`src/rtl/audio_pkg.sv`:
```
// -----------------------------------------------------------------------------
// audio_pkg
// Shared definitions for the I2S audio output path: frame geometry, sample
// types and the 3:1 centred-mix arithmetic used by audio_mix.
// -----------------------------------------------------------------------------
package audio_pkg;

  localparam int AUD_FRAME_BITS = 32;
  localparam int AUD_SLOT_BITS  = 16;
  localparam int AUD_BITCNT_W   = $clog2(AUD_FRAME_BITS);

  typedef logic signed [14:0]              sample15_t;
  typedef logic signed [AUD_SLOT_BITS-1:0] sample16_t;

  // One serial frame, left slot in the upper half so it leaves the MSB first.
  typedef struct packed {
    sample16_t left;
    sample16_t right;
  } frame_t;

  // (3*own + other) >>> 2 in 18-bit signed arithmetic. The worst-case sum
  // 4 * -32768 = -131072 still fits 18 bits, so no saturation is required;
  // taking bits [17:2] is the arithmetic shift plus truncation to 16 bits.
  function automatic sample16_t mix_3_1(input sample16_t own, input sample16_t other);
    logic signed [17:0] own18;
    logic signed [17:0] other18;
    logic signed [17:0] acc;
    own18   = 18'(own);
    other18 = 18'(other);
    acc     = (own18 <<< 1) + own18 + other18;
    return acc[17:2];
  endfunction

endpackage

```
`src/rtl/audio_mix.sv`:
```
// -----------------------------------------------------------------------------
// audio_mix
// Combinational sample conditioning for one I2S frame: optional left/right
// exchange, left-justification to 16 bits, optional 3:1 centred mix and mute.
//
// Ports:
//   ldata, rdata  in  SAMPLE_W signed  upstream left/right samples
//   exchan        in  1                swap channels before mixing
//   mix           in  1                out = (3*own + other)/4
//   mute          in  1                force both slots to zero
//   frame         out frame_t          {left, right} 16-bit slot words
// -----------------------------------------------------------------------------
module audio_mix
  import audio_pkg::*;
#(
  parameter int SAMPLE_W = 15
) (
  input  logic signed [SAMPLE_W-1:0] ldata,
  input  logic signed [SAMPLE_W-1:0] rdata,
  input  logic                       exchan,
  input  logic                       mix,
  input  logic                       mute,
  output frame_t                     frame
);

  // Samples are left-justified into the 16-bit slot (15-bit input gets one
  // zero LSB); SAMPLE_W must not exceed AUD_SLOT_BITS.
  localparam int PAD = AUD_SLOT_BITS - SAMPLE_W;

  logic signed [SAMPLE_W-1:0] own_a;
  logic signed [SAMPLE_W-1:0] own_b;
  sample16_t                  a16;
  sample16_t                  b16;

  always_comb begin
    own_a = exchan ? rdata : ldata;
    own_b = exchan ? ldata : rdata;
    a16   = sample16_t'(own_a) <<< PAD;
    b16   = sample16_t'(own_b) <<< PAD;

    frame = '0;
    if (!mute) begin
      if (mix) begin
        frame.left  = mix_3_1(a16, b16);
        frame.right = mix_3_1(b16, a16);
      end else begin
        frame.left  = a16;
        frame.right = b16;
      end
    end
  end

endmodule

```
`src/rtl/audio_i2s_shifter.sv`:
```
// -----------------------------------------------------------------------------
// audio_i2s_shifter
// I2S master transmitter for the WM8731 DAC. Generates MCLK (clk/2), BCLK
// (clk/(2*BCLK_DIV)) and LRCLK (BCLK/32), and shifts one 32-bit {L,R} frame
// out MSB first with the standard one-BCLK I2S delay after each LRCLK edge.
// Upstream inputs are sampled once per frame, in the same clk that the
// frame wraps, and that clk is flagged on sample_strobe.
//
// Ports:
//   clk            in   system clock (sole clock)
//   rst_n          in   asynchronous active-low reset
//   ldata, rdata   in   signed samples, latched at frame wrap
//   exchan         in   swap left/right (latched at frame wrap)
//   mix            in   centred 3:1 mix (latched at frame wrap)
//   mute           in   transmit zeros (latched at frame wrap)
//   aud_xck        out  codec master clock, clk/2
//   aud_bclk       out  I2S bit clock
//   aud_daclrck    out  0 = left slot, 1 = right slot
//   aud_dacdat     out  serial data, changes on BCLK falling edge
//   sample_strobe  out  one-clk pulse when a new frame is latched
// -----------------------------------------------------------------------------
module audio_i2s_shifter
  import audio_pkg::*;
#(
  parameter int BCLK_DIV = 9,
  parameter int SAMPLE_W = 15
) (
  input  logic                       clk,
  input  logic                       rst_n,
  input  logic signed [SAMPLE_W-1:0] ldata,
  input  logic signed [SAMPLE_W-1:0] rdata,
  input  logic                       exchan,
  input  logic                       mix,
  input  logic                       mute,
  output logic                       aud_xck,
  output logic                       aud_bclk,
  output logic                       aud_daclrck,
  output logic                       aud_dacdat,
  output logic                       sample_strobe
);

  localparam int              DIV_W    = $clog2(BCLK_DIV);
  localparam logic [DIV_W-1:0] DIV_LAST = DIV_W'(BCLK_DIV - 1);

  logic [DIV_W-1:0]        div_cnt;
  logic [AUD_BITCNT_W-1:0] bit_cnt;
  logic [AUD_BITCNT_W-1:0] bit_cnt_next;
  frame_t                  sreg;
  frame_t                  frame_p0;
  logic                    div_tc;
  logic                    fall_evt;
  logic                    frame_wrap;

  audio_mix #(
    .SAMPLE_W (SAMPLE_W)
  ) u_mix (
    .ldata  (ldata),
    .rdata  (rdata),
    .exchan (exchan),
    .mix    (mix),
    .mute   (mute),
    .frame  (frame_p0)
  );

  assign div_tc       = (div_cnt == DIV_LAST);
  // BCLK is about to toggle 1->0: this is the only point data/LRCLK move.
  assign fall_evt     = div_tc & aud_bclk;
  assign frame_wrap   = fall_evt & (bit_cnt == '1);
  assign bit_cnt_next = bit_cnt + 1'b1;

  // ---- clock generation: MCLK and BCLK ----
  always_ff @(posedge clk or negedge rst_n) begin
    if (!rst_n) begin
      aud_xck  <= 1'b0;
      aud_bclk <= 1'b0;
      div_cnt  <= '0;
    end else begin
      aud_xck <= ~aud_xck;
      if (div_tc) begin
        div_cnt  <= '0;
        aud_bclk <= ~aud_bclk;
      end else begin
        div_cnt <= div_cnt + 1'b1;
      end
    end
  end

  // ---- serialiser: slot counter, LRCLK, shift register, frame latch ----
  always_ff @(posedge clk or negedge rst_n) begin
    if (!rst_n) begin
      bit_cnt       <= '0;
      aud_daclrck   <= 1'b0;
      aud_dacdat    <= 1'b0;
      sreg          <= '0;
      sample_strobe <= 1'b0;
    end else begin
      sample_strobe <= frame_wrap;
      if (fall_evt) begin
        bit_cnt     <= bit_cnt_next;
        aud_daclrck <= bit_cnt_next[AUD_BITCNT_W-1];
        // Slot 0 still carries the last right bit of the old frame; the new
        // frame is loaded behind it, giving the one-BCLK I2S delay.
        aud_dacdat  <= sreg[AUD_FRAME_BITS-1];
        if (frame_wrap) begin
          sreg <= frame_p0;
        end else begin
          sreg <= {sreg[AUD_FRAME_BITS-2:0], 1'b0};
        end
      end
    end
  end

endmodule

```
`config.mk`:
```
export PLATFORM = sky130hd
export DESIGN_NAME = audio_i2s_shifter
export DESIGN_NICKNAME = d
export VERILOG_FILES = /design/src/rtl/audio_pkg.sv /design/src/rtl/audio_mix.sv /design/src/rtl/audio_i2s_shifter.sv
export SDC_FILE = /design/constraint.sdc
export NUM_CORES = 1
export LEC_CHECK = 0
export CAP_MARGIN = 10
export CORE_MARGIN = 1.5
export CORE_UTILIZATION = 45
export CTS_CLUSTER_SIZE = 16
export DETAILED_ROUTE_END_ITERATION = 16
export PLACE_DENSITY_LB_ADDON = 0.12
export SYNTH_ARGS = -nofsm -noshare
export SYNTH_HDL_FRONTEND = slang
export SYNTH_SLANG_ARGS = --single-unit
```
`constraint.sdc`:
```
create_clock -name clk -period 2.3 [get_ports clk]
set_clock_uncertainty 0.1 [all_clocks]
set_input_delay 0.23 -clock clk [delete_from_list [all_inputs] [get_ports clk]]
set_output_delay 0.23 -clock clk [all_outputs]
set_load 0.05 [all_outputs]
```
==> flow_summary.ini <==
[outcome]
status = finished, violations left
violations = negative setup slack

[synth]
synth_enable_flop_cells = 0
synth_area_leaders = dfrtp_1, fa_1, ha_1
ys_seq_elements = 45
yosys.cell_types.count = 58
syn_inst = 465
syn_nets = 564
syn-cell-area_um2 = 4488
synth_top_area_frac = 0.2509
async_flop_share = 1.000
ys_seq_area_frac = 0.2509
synth_area_per_cell_um2 = 9.652
synth_warnings = 0
ys.flop_type = dfrtp_1
synth_area_leader_cell = dfrtp_1

[route]
vias = 4175
wl_met1_um = 5115
top_layer = met4
drt_wl_total_um = 12840
firstDrtPassIters = 4
dr_wl_met2_um = 6848
drt-initial-drc-count = 117
wl_per_cell_um = 17.59
vias_per_cell = 5.719
wl_met3_um = 492
drc = 0
drt.antenna.violating_nets = 0

[run]
maxCapViolations = 0

[worst_setup_path]
crit_family = compound AO/OA/AOI/OAI gates
crit_path_start = exchan
r2r-start = bit_cnt[0]
arrival_ns = 3.10
end_kind = flip-flop
critPathLaunchType = primary input
critPathMaxFanout = 8
path_class = primary input to flip-flop
path_buf_inv = 3
slowest_delay_ns = 0.58
crit_chain = buf_12, buf_12, mux2_4, buf_6, fa_1, ha_4, o211ai_1, o211ai_1, a41oi_2, a22oi_2, xor2_1, a221o_1
required_ns = 2.39
cp_slowest_cell = fa_1

[place]
gp_congestion = 0.9034
numPortBuffers = 39
place_inst = 710
postPlaceCellArea_um2 = 5846
hpwl_um = 9447

[global_routing]
grt_pass1_wl_um = 20880
grt_pass1_vias = 4388
grt_max_degree = 50
antenna_found_initial = 0
overflow = 0
grt_util_all_layers = 0.2547

[die]
row_count = 36
chipHeight_um = 102.9
die_area_um2 = 10580
start_util = 0.4613
die_w_um = 102.9
io_pins = 40
core-area_um2 = 9729

[timing]
min_period_ns = 3.008
finalHoldViolCount = 0
setup_viol = 30
max_freq_mhz = 332.5
grt_setup_unrepaired = yes
slew_headroom = 0.5255
fin_setup_tns_ns = -14.44
fin_crit_sh = 1.308
final.hold.worst_slack_ns = 0.3240
maxSlewViolCount = 0
postLayoutSetupSlackWorst_ns = -0.7079
tightestPinTransition_ns = 0.7109

[power_and_ir_drop]
leakage_nw = 2.830
p_per_area_nw_per_um2 = 642.8
peakVddDrop_mv = 0.4168

[cells_and_area]
seqCellArea_um2 = 1126
insertedDiodeCount = 0
final_area_um2 = 6447
final_common_cell = buf_4
fillers = 812
final_nets = 695
multi_input_area_um2 = 3732
instances_no_fill = 730
area_delta_synth_final_pct = 43.66
final_layout_size_suffix_gt1_frac = 0.3467
layout_common_cells = buf_4, dfrtp_1, nand2_1

[cts]
cts.clk_slew.worst_paths_ns = 0.08
numCtsBuffers = 5
htreeDepth = 2
clk_path_buf_depth = 2
cts.sinks = 45
clkLatencyLatePin_ns = 0.30
cts-root-buf = clkbuf_8
cts_tree = done

[worst_hold_path]
min-delay-path-class = flip-flop to flip-flop
hold_start = aud_xck
## metal layers
layer | GRT usage | up-vias
met5 | 0 | -
li1 | - | 1991
met4 | 0.09979 | 0
met3 | 0.02576 | 30
met1 | 0.2930 | 2054
met2 | 0.4840 | 100
## synth_stat cells (all sizes together) (2+ instances only)
| cell type | n |
|---|---|
| a21oi | 22 |
| nor2 | 26 |
| buf | 12 |
| a21o | 15 |
| and2 | 2 |
| o21bai | 4 |
| fa | 30 |
| o211ai | 11 |
| o22ai | 5 |
| mux2i | 5 |
| nand3 | 11 |
| a221oi | 16 |
| ha | 34 |
| nor2b | 3 |
| a41oi | 2 |
| nand4 | 3 |
| clkbuf | 10 |
| a31oi | 9 |
| o21ai | 34 |
| nor3 | 2 |
| o21a | 8 |
| nand2b | 6 |
| xor2 | 14 |
| a22oi | 2 |
| xnor2 | 14 |
| a211oi | 6 |
| nand2 | 41 |
| dfrtp | 45 |
| and3 | 12 |
| mux2 | 30 |
| inv | 12 |
## what timing repair did
item                                   CTS  global route
gates resized for setup                 80            23
pin swaps                               62            23
setup endpoints to repair               31            30
hold buffers                             1             0
gates cloned                             1             0
buffers inserted                         9             5
endpoints found under the hold margin   45             0
## per-stage QoR
stage                     setup WS, ns  utilization  total power, mW
after global routing           -0.7716       0.6627            4.431
after floorplan                -0.7937            -            2.226
after detailed placement        -1.566       0.6008            3.048
after global placement          -1.496       0.6008            2.996
final                          -0.7079       0.6627            4.145
after CTS                      -0.7088       0.6475            3.971
## where the power goes
group / internal (mW) / switching [mW] / leakage (nW)
clock network: 0.354 / 0.289 / 0.0574
registers: 0.790 / 0 / 0.536
logic: 1.43 / 1.28 / 2.24
total: 2.58 / 1.57 / 2.83
## cells by family (layout without fill, tap and decap cells)
| group | after synthesis | after routing | synth area share |
|---|---|---|---|
| AOI/OAI and AO/OA | 146 | 146 | 0.2289 |
| DFF | 45 | 45 | 0.2509 |
| muxes | 35 | 35 | 0.08642 |
| and+or+nand+nor | 113 | 113 | 0.1199 |
| xor gates and xnor gates | 28 | 28 | 0.05464 |
| adders and majority gates | 64 | 64 | 0.2286 |
| buffers and inverters | 34 | 166 | 0.03067 |
## registers in the layout, summed over array words and instances, names as in the netlist
signal / cells
aud_bclk: 1
aud_daclrck: 1
sreg: 32
div_cnt: 4
bit_cnt: 4
aud_xck: 1
sample_strobe: 1
aud_dacdat: 1
## layout make-up
cell class | count | area share
multi-input cells | 386 | 0.5789
repair buffers | 146 | 0.1950
flip-flops and latches | 45 | 0.1747
well taps | 133 | 0.02581
clock buffers | 6 | 0.01281
inverters | 12 | 0.006986
clock inverters | 2 | 0.005822
## worst paths after layout
check	end	slack [ns]	cells past startpoint
min in group asynchronous	bit_cnt[2]	0.45	3
hold reg to reg	aud_xck	0.32	1
hold / removal	aud_xck	0.32	1
max in group asynchronous	sreg[13]	1.24	3
setup reg to reg	sreg[5]	0.04	9
setup / recovery	sreg[29]	-0.71	12
No activity file was read; power rests on OpenSTA's default activity.
